## src/rtl/latch_load_if.sv

```systemverilog
// latch_load_if: start/serial-data/abort request side and latch d/en status side of the load sequencer
interface latch_load_if #(parameter int WIDTH = 8);
  logic start;
  logic sdi;
  logic abort;
  logic [WIDTH-1:0] d;
  logic en;
  logic busy;
  logic done;
  modport master (output start, sdi, abort, input d, en, busy, done);
  modport slave (input start, sdi, abort, output d, en, busy, done);
endinterface

```

## src/rtl/latch_load_seq.sv

```systemverilog
// latch_load_seq: shifts a serial word in, then pulses the latch enable with setup/hold margins around a stable d
module latch_load_seq #(
  parameter int WIDTH = 8,
  parameter int SETUP_CYC = 1,
  parameter int EN_CYC = 2,
  parameter int HOLD_CYC = 1
) (
  input logic clk,
  input logic rst_n,
  latch_load_if.slave bus
);
  localparam int M1 = WIDTH > SETUP_CYC ? WIDTH : SETUP_CYC;
  localparam int M2 = EN_CYC > HOLD_CYC ? EN_CYC : HOLD_CYC;
  localparam int CW = $clog2((M1 > M2 ? M1 : M2) + 1);
  typedef enum logic [2:0] {IDLE, SHIFT, SETUP, EN, HOLD} state_t;
  state_t r_state, w_state;
  logic [CW-1:0] r_cnt, w_cnt;
  logic [WIDTH-2:0] r_sr, w_sr;
  logic [WIDTH-1:0] r_d, w_d, w_word;
  logic r_en, w_en, r_busy, w_busy, r_done, w_done, w_last;
  always_ff @(posedge clk or negedge rst_n) begin
    if (!rst_n) begin
      r_state <= IDLE;
      r_cnt <= '0;
      r_sr <= '0;
      r_d <= '0;
      r_en <= 1'b0;
      r_busy <= 1'b0;
      r_done <= 1'b0;
    end else begin
      r_state <= w_state;
      r_cnt <= w_cnt;
      r_sr <= w_sr;
      r_d <= w_d;
      r_en <= w_en;
      r_busy <= w_busy;
      r_done <= w_done;
    end
  end
  // each state's counter is loaded on entry and the transition fires when it reaches 1
  always_comb begin
    w_word = {r_sr, bus.sdi};
    w_last = r_cnt == CW'(1);
    w_state = r_state;
    w_cnt = r_cnt;
    w_sr = r_sr;
    w_d = r_d;
    w_en = r_en;
    w_busy = r_busy;
    w_done = 1'b0;
    if (r_state != IDLE && bus.abort) begin
      w_state = IDLE;
      w_cnt = '0;
      w_en = 1'b0;
      w_busy = 1'b0;
    end else begin
      case (r_state)
        IDLE: if (bus.start) begin
          w_state = SHIFT;
          w_cnt = CW'(WIDTH);
          w_busy = 1'b1;
        end
        SHIFT: begin
          w_sr = w_word[WIDTH-2:0];
          w_cnt = r_cnt - CW'(1);
          if (w_last) begin
            w_d = w_word;
            w_state = SETUP;
            w_cnt = CW'(SETUP_CYC);
          end
        end
        SETUP: begin
          w_cnt = r_cnt - CW'(1);
          if (w_last) begin
            w_state = EN;
            w_en = 1'b1;
            w_cnt = CW'(EN_CYC);
          end
        end
        EN: begin
          w_cnt = r_cnt - CW'(1);
          if (w_last) begin
            w_state = HOLD;
            w_en = 1'b0;
            w_cnt = CW'(HOLD_CYC);
          end
        end
        HOLD: begin
          w_cnt = r_cnt - CW'(1);
          if (w_last) begin
            w_state = IDLE;
            w_busy = 1'b0;
            w_done = 1'b1;
          end
        end
        default: w_state = IDLE;
      endcase
    end
  end
  assign bus.d = r_d;
  assign bus.en = r_en;
  assign bus.busy = r_busy;
  assign bus.done = r_done;
endmodule

```

## src/flat_wrapper.sv

```systemverilog
// flat-port wrapper written by rule: the top's interface ports become plain ports
module latch_load_seq_flat 
#(
  parameter int WIDTH = 8,
  parameter int SETUP_CYC = 1,
  parameter int EN_CYC = 2,
  parameter int HOLD_CYC = 1
)
  (clk, rst_n, bus_start, bus_sdi, bus_abort, bus_d, bus_en, bus_busy, bus_done);
  latch_load_if #(.WIDTH(WIDTH)) bus_i ();
  input logic clk;
  input logic rst_n;
  input wire logic [$bits(bus_i.start)-1:0] bus_start;
  input wire logic [$bits(bus_i.sdi)-1:0] bus_sdi;
  input wire logic [$bits(bus_i.abort)-1:0] bus_abort;
  output wire logic [$bits(bus_i.d)-1:0] bus_d;
  output wire logic [$bits(bus_i.en)-1:0] bus_en;
  output wire logic [$bits(bus_i.busy)-1:0] bus_busy;
  output wire logic [$bits(bus_i.done)-1:0] bus_done;
  assign bus_i.start = bus_start;
  assign bus_i.sdi = bus_sdi;
  assign bus_i.abort = bus_abort;
  assign bus_d = bus_i.d;
  assign bus_en = bus_i.en;
  assign bus_busy = bus_i.busy;
  assign bus_done = bus_i.done;
  latch_load_seq #(.WIDTH(WIDTH), .SETUP_CYC(SETUP_CYC), .EN_CYC(EN_CYC), .HOLD_CYC(HOLD_CYC)) u_core (.clk(clk), .rst_n(rst_n), .bus(bus_i));
endmodule
```

## config.mk

```make
export PLATFORM = sky130hd
export DESIGN_NAME = latch_load_seq_flat
export DESIGN_NICKNAME = d
export VERILOG_FILES = /design/src/rtl/latch_load_if.sv /design/src/rtl/latch_load_seq.sv /design/src/flat_wrapper.sv
export SDC_FILE = /design/constraint.sdc
export NUM_CORES = 1
export LEC_CHECK = 0
export ABC_AREA = 0
export BUFFER_PORTS_ARGS = -buffer_cell sky130_fd_sc_hd__buf_2
export CAP_MARGIN = 0
export CELL_PAD_IN_SITES_DETAIL_PLACEMENT = 2
export CELL_PAD_IN_SITES_GLOBAL_PLACEMENT = 2
export CORE_MARGIN = 10
export CORE_UTILIZATION = 37
export DETAILED_ROUTE_END_ITERATION = 8
export GPL_TIMING_DRIVEN = 0
export PLACE_DENSITY_LB_ADDON = 0.1
export SYNTH_ARGS = -nofsm -noshare
export SYNTH_HDL_FRONTEND = slang
export SYNTH_SLANG_ARGS = --single-unit
export TNS_END_PERCENT = 1
```

## constraint.sdc

```tcl
create_clock -name clk -period 1.9 [get_ports clk]
set_input_delay 0.19 -clock clk [delete_from_list [all_inputs] [get_ports clk]]
set_output_delay 0.19 -clock clk [all_outputs]
set_load 0.005 [all_outputs]
```

==> run_results.csv, run 1 <==
group,metric,value,unit
status,outcome,"complete, no violations",
logic_synthesis,synthFlopType,"dfrtp_1",
logic_synthesis,synthCells,111,
placed_design,gp_congestion,0.802,
global_routing,grt_pass1_wl,5190,um
setup_path,r2r_cells,6,
setup_path,r2r-end,"u_core.r_cnt[0]",
sta,rsz0062_at_grt,"false",
power_and_ir_drop,power_leakage,0.647,nW
setup_path,cp_slowest_stage_delay,0.44,ns
floorplan,die_area,6140,um^2
placed_design,post-dp-hpwl,2290,um
global_routing,grt.met2_usage,18.8,%
setup_path,path_class,"reg2reg",
final_layout,nets,139,
floorplan,ios,16,
global_routing,busiest_layer,"met2",
sta,fin_crit,1.79,ns
setup_path,crit_arrival,2.01,ns
sta,setup_violations,0,
logic_synthesis,ys_seq_elements,25,
route,drc_errors,0,
placed_design,portBuffers,15,
floorplan,core_area,3310,um^2
cts,h-tree-depth,1,
final_layout,syn_to_final_growth,15.0,%
global_routing,grt_usage,10.1,%
final_layout,antenna_cells,0,
sta,hold_violations,0,
setup_path,cp-end-kind,"register",
setup_path,startpoint_type,"register",
cts,post-cts-setup-buffers,0,
route,vias,921,
route,drtAntennaViolNets,0,
sta,slew_headroom,56.3,%
floorplan,start_util,38.1,%
setup_path,required,2.12,ns
global_routing,grt_pass1_vias,1081,
final_layout,fin_util,43.8,%
setup_path,cp_cell_sequence,"inv_1, ha_1, or3b_4, a21oi_1, a2111oi_2, a211o_1",
cts,worstSkewPairLatency,0.32,ns
route,dr.pass1.iters,4,
logic_synthesis,synth.distinct_cells,36,
power_and_ir_drop,p_per_area,1490,nW/um^2
cts,clock_sinks,25,
cts,cts_made_buffers,3,
power_and_ir_drop,ir_drop,561,uV
setup_path,rrSetupSlack,0.11,ns
flow_run,max_cap_viol_count,0,
global_routing,grt_max_degree,26,
logic_synthesis,async_flop_share,100,%
global_routing,grt_use_met3,2.39,%
sta,finClkSkew,0.00441,ns
route,avgViaCountPerCell,5.20,
min_path,hold_class,"in2reg",
cts,cts_tree,"built",
floorplan,die_h,78.4,um
logic_synthesis,synth_warnings,0,
final_layout,drive_above_1_share,34.4,%
min_path,hold_depth,2,
min_path,hold-path-endpoint,"u_core.bus.d[0]",
cts,cts.path.max_buffers,2,
power_and_ir_drop,p_total,0.00216,W
logic_synthesis,ys_seq_area_share,49.6,%
sta,worstMarginPinSlew,0.653,ns
floorplan,placementRows,21,
route,drtIter0Drc,35,
setup_path,crit_slowest_cell,"or3b_4",
min_path,hold_start,"bus_sdi",
global_routing,grtUsageMet1,11.6,%
sta,period_share,94.1,%
setup_path,crit_fanout,5,
logic_synthesis,synth_edf_count,0,
cts,cts_root_buf,"clkbuf_4",
sta,fmax,559,MHz
logic_synthesis,avgSynthCellArea,11.4,um^2
cts,clkTransAtPathRegs,0.14,ns
logic_synthesis,syn_area,1260,um^2
sta,setup_tns,0,ns
route,post_drt_wl_per_cell,16.9,um
logic_synthesis,syn-num-nets,118,
sta,drv_slew,0,
route,drt_wl_total,3000,um
setup_path,r2r_start,"u_core.r_cnt[1]",
global_routing,antenna_found_initial,0,
floorplan,die_w,78.4,um
global_routing,grt-ovfl-total,0,
[through the flow]
stage / worst slack [ns] / hold WS [ns] / instances / cell area (um^2)
floorplan: 0.223 / -0.106 / 111 / 1260
global placement: 0.0167 / 0.215 / 172 / 1390
detailed placement: 0.0201 / 0.221 / 172 / 1390
CTS: 0.0169 / 0.0893 / 177 / 1440
global route: 0.00210 / 0.0931 / 177 / 1450
finish: 0.111 / 0.105 / 177 / 1450
[registers in the layout, summed over array words and instances (netlist names)]
name	flops
u_core.bus.busy	1
u_core.bus.d	8
u_core.bus.done	1
u_core.bus.en	1
u_core.r_cnt	4
u_core.r_sr	7
u_core.r_state	3
[per-layer routing]
layer / vias up / share of wire (%) / wire (um)
li1: 436 / - / -
met1: 473 / 43 / 1280
met2: 10 / 54 / 1630
met3: 2 / 2.6 / 79
met4: 0 / 0.27 / 8
met5: - / 0 / 0
[worst max-delay path by stage]
stage                    startpoint         endpoint  slack, ns
floorplan           u_core.r_cnt[1]  u_core.r_cnt[0]       0.22
global placement    u_core.r_cnt[0]  u_core.r_cnt[0]       0.02
detailed placement  u_core.r_cnt[1]  u_core.r_cnt[0]       0.02
CTS                 u_core.r_cnt[1]  u_core.r_cnt[1]       0.02
global route        u_core.r_cnt[1]  u_core.r_cnt[1]      0.002
finish              u_core.r_cnt[1]  u_core.r_cnt[0]       0.11
[repair_timing]
| item | 4_1_cts | 5_1_grt |
|---|---|---|
| hold buffers | 1 | 0 |
| endpoints found under the hold margin | 25 | 0 |
| pin swaps | 0 | 1 |
| cloned | 0 | 0 |
| setup endpoints to repair | 1 | 10 |
| gates resized for setup | 4 | 1 |
[Yosys cell counts (all sizes together), types with 2 or more instances]
| library cell | count | area [um^2] |
|---|---|---|
| dfrtp | 25 | 626 |
| mux2 | 15 | 169 |
| nor2 | 10 | 40.0 |
| o21ai | 9 | 45.0 |
| nor3 | 6 | 30.0 |
| inv | 5 | 18.8 |
| nand2 | 4 | 22.5 |
| buf | 3 | 30.0 |
| clkbuf | 3 | 11.3 |
| a2111oi | 2 | 17.5 |
| a21oi | 2 | 10.0 |
| ha | 2 | 25.0 |
| nand2b | 2 | 12.5 |
| nand4 | 2 | 12.5 |
| nor2b | 2 | 12.5 |
| nor3b | 2 | 20.0 |
| xnor2 | 2 | 17.5 |
[cells in the final DEF (no fill, tap or decap), types with 2 or more instances in the layout]
| master | count |
|---|---|
| buf_6 | 2 |
| o21ai_0 | 9 |
| ha_1 | 2 |
| nand2b_1 | 2 |
| nand2_1 | 3 |
| nand4_1 | 2 |
| dfrtp_1 | 24 |
| nor2b_1 | 2 |
| buf_2 | 15 |
| nor2_1 | 9 |
| xnor2_1 | 2 |
| nor3_1 | 6 |
| a21oi_1 | 2 |
| clkbuf_4 | 3 |
| inv_1 | 5 |
| mux2_2 | 15 |
| clkbuf_1 | 3 |
[worst max-delay path, delay by kind of cell, from the launching register on]
| family | cells | cell delay [ns] |
|---|---|---|
| compound gates | 3 | 0.50 |
| simple gates | 1 | 0.44 |
| flops | 1 | 0.42 |
| fa+ha+maj | 1 | 0.23 |
| buf+inv | 1 | 0.09 |
[kinds of logic (layout without fill, tap and decap cells)]
kind of cell	count (synthesis)	after routing	share of synthesized area, %
simple gates	33	33	16.3
flops	25	25	49.6
compound gates	22	22	11.9
mux	15	15	13.4
buf+inv	11	31	4.76
xor+xnor	3	3	2.08
fa+ha+maj	2	2	1.98
[report_power, final]
part	leakage (nW)	switching [W]	internal, W
Combinational	0.317	0.000482	0.000493
Sequential	0.315	0.000182	0.000759
Clock	0.0139	0.000165	0.0000803
Total	0.647	0.000830	0.00133
[final cells by class]
class | instances | area (um^2)
fill | 355 | 1860
sequential | 25 | 627
multi-input combinational | 75 | 591
timing repair buffer | 16 | 85.1
tap | 46 | 57.6
buffer | 6 | 41.3
clock buffer | 3 | 22.5
inverter | 5 | 18.8
clock inverter | 1 | 7.51
Power figures use the tool's default switching activity.
==> inputs of run 2 (changes only) <==
--- a/config.mk
+++ b/config.mk
@@ -11,7 +11,8 @@
 export CELL_PAD_IN_SITES_DETAIL_PLACEMENT = 2
 export CELL_PAD_IN_SITES_GLOBAL_PLACEMENT = 2
 export CORE_MARGIN = 10
-export CORE_UTILIZATION = 37
+export CORE_UTILIZATION = 35
+export CTS_BUF_LIST = sky130_fd_sc_hd__clkbuf_8
 export DETAILED_ROUTE_END_ITERATION = 8
 export GPL_TIMING_DRIVEN = 0
 export PLACE_DENSITY_LB_ADDON = 0.1
==> constraint.sdc (replaced) <==
create_clock -name clk -period 1.5 [get_ports clk]
set_input_delay 0.15 -clock clk [delete_from_list [all_inputs] [get_ports clk]]
set_output_delay 0.15 -clock clk [all_outputs]
set_load 0.005 [all_outputs]
==> run 2 against run 1 <==
Compared with the run above: the run now ends with setup timing left; power grew 54%; non-clock buffer count grew 10; count of clock-buffer cells in the layout is the same; first-iteration DRC count grew 26%; core utilization is 4.4 points higher; final area is 14% higher; maximum frequency is 7.1% higher; clock skew down 0.00084 ns; critical path depth stayed put; register-to-register slack lost 0.28 ns; largest power group unchanged; highest routed layer unchanged.
==> run_results.csv, run 2 (same netlist as run 1, synthesis figures left out) <==
group,metric,value,unit
power_and_ir_drop,ir_drop,763,uV
global_routing,grt_pass1_wl,5800,um
global_routing,antenna_found_initial,0,
status,outcome,"finished, violations left",
min_path,hold_depth,2,
power_and_ir_drop,switching_share,38.0,%
floorplan,core_area,3420,um^2
power_and_ir_drop,power_leakage,0.752,nW
global_routing,grt_pass1_vias,1081,
setup_path,startpoint_type,"register",
setup_path,required,1.66,ns
floorplan,die_area,6400,um^2
route,avgViaCountPerCell,5.34,
final_layout,multi_input_area,691,um^2
cts,cts.path.max_buffers,2,
final_layout,nets,149,
placed_design,post-dp-hpwl,2280,um
setup_path,rrSetupSlack,-0.17,ns
global_routing,grt_max_degree,26,
route,vias,998,
final_layout,nFillCells,347,
min_path,hold_class,"in2reg",
route,dr.pass1.iters,4,
global_routing,grt-ovfl-total,0,
route,drtIter0Drc,44,
route,drt_wl_total,3660,um
setup_path,r2r-end,"u_core.r_cnt[0]",
final_layout,final_cell_mix,"dfrtp_1 (24), buf_2 (15), buf_4 (11)",
sta,worstMarginPinSlew,0.583,ns
cts,h-tree-depth,1,
setup_path,r2r_cells,6,
sta,period_share,111,%
setup_path,cp-end-kind,"register",
floorplan,placementRows,21,
power_and_ir_drop,seq_power_share,35.8,%
route,post_drt_wl_per_cell,19.6,um
final_layout,layout_commonest_cell,"dfrtp_1",
floorplan,die_w,80.0,um
flow_run,max_cap_viol_count,0,
placed_design,portBuffers,15,
sta,finClkSkew,0.00357,ns
power_and_ir_drop,p_sw,0.00127,W
cts,clock_sinks,25,
final_layout,syn_to_final_growth,30.7,%
cts,cts_tree,"built",
final_layout,seq_area,627,um^2
final_layout,largest_reg_flops,8,
sta,hold_violations,0,
sta,setup_ws,-0.170,ns
min_path,hold_start,"bus_sdi",
power_and_ir_drop,p_per_area,2020,nW/um^2
final_layout,fin_util,48.2,%
setup_path,crit_fanout,5,
cts,cts_made_buffers,3,
floorplan,start_util,36.9,%
floorplan,ios,16,
final_layout,drive_above_1_share,44.0,%
route,drtAntennaViolNets,0,
power_and_ir_drop,power.internal,0.00207,W
sta,slew_headroom,61.2,%
sta,setup_violations,21,
global_routing,grt_usage,11.5,%
min_path,hold-path-endpoint,"u_core.r_sr[0]",
sta,fin_crit,1.67,ns
placed_design,gp_congestion,0.763,
setup_path,path_class,"reg2reg",
power_and_ir_drop,comb_power_share,52.4,%
cts,worstSkewPairLatency,0.27,ns
sta,fmax,599,MHz
sta,drv_slew,0,
setup_path,crit_arrival,1.83,ns
route,drc_errors,0,
cts,cts_root_buf,"clkbuf_8",
power_and_ir_drop,p_total,0.00334,W
power_and_ir_drop,pwr-share-clk,11.8,%
sta,rsz0062_at_grt,"true",
final_layout,antenna_cells,0,
floorplan,die_h,80.0,um
status,violations,"setup timing",
cts,clkTransAtPathRegs,0.09,ns
setup_path,r2r_start,"u_core.r_cnt[1]",
sta,whs,0.126,ns
-- run 2: changes by cell type in the layout (fill, tap and decap cells not counted), sizes merged --
cell and change:
buf +11, clkbuf -1, clkinvlp -1, inv +1
-- run 2: worst max-delay path: stages, from the launching register on --
cell and delay [ns]:
dfrtp_1 0.41, inv_2 0.09, ha_4 0.16, or3b_4 0.46
a21oi_4 0.18, a2111oi_4 0.04, a211o_1 0.23
-- run 2: worst max path at each step --
stage                         start         endpoint  slack [ns]  cells past startpoint
floorplan           u_core.r_cnt[0]  u_core.r_cnt[0]       -0.08                      4
global placement    u_core.r_cnt[0]  u_core.bus.d[2]       -0.34                      4
detailed placement  u_core.r_cnt[0]  u_core.bus.d[5]       -0.40                      4
CTS                 u_core.r_cnt[1]  u_core.r_cnt[0]       -0.14                      6
global route        u_core.r_cnt[0]  u_core.r_cnt[1]       -0.25                      6
finish              u_core.r_cnt[1]  u_core.r_cnt[0]       -0.17                      6
-- run 2: stage by stage --
stage	worst slack (ns)	instances	area (um^2)	setup TNS (ns)
4_1_cts	-0.138	182	1580	-1.54
5_1_grt	-0.248	187	1650	-3.55
3_3_place_gp	-0.343	172	1410	-4.86
2_1_floorplan	-0.0779	111	1280	-0.513
3_5_place_dp	-0.404	172	1410	-5.97
6_report	-0.170	187	1650	-1.71
-- run 2: power groups by stage --
stage	Combinational, W	Sequential, W	Clock, W
2_1_floorplan	0.000882	0.00116	0
3_3_place_gp	0.00120	0.00118	0
3_5_place_dp	0.00127	0.00120	0
4_1_cts	0.00154	0.00119	0.000421
5_1_grt	0.00190	0.00124	0.000444
6_report	0.00175	0.00120	0.000393
-- run 2: timing repair --
item                                    4_1_cts  5_1_grt
setup buffers                                 6        5
endpoints found under the setup margin       23       24
hold buffers                                  1        0
endpoints found under the hold margin        25        0
pin swaps                                     5        4
gates resized for setup                      16        8
-- run 2: layout make-up --
cell class	count	share of cell area, %
timing repair buffer	27	10.4
buffer	5	2.28
multi-input combinational	75	41.9
inverter	5	1.14
sequential	25	38.0
tap	46	3.49
clock buffer	3	2.51
clock inverter	1	0.228
-- run 2: per-layer routing --
metal	up-vias	part of all wire (%)	global-route usage (%)
met3	8	4.4	3.49
met1	507	46	14.4
met5	-	0	0
met4	0	1.7	2.64
met2	26	48	18.9
li1	457	-	-
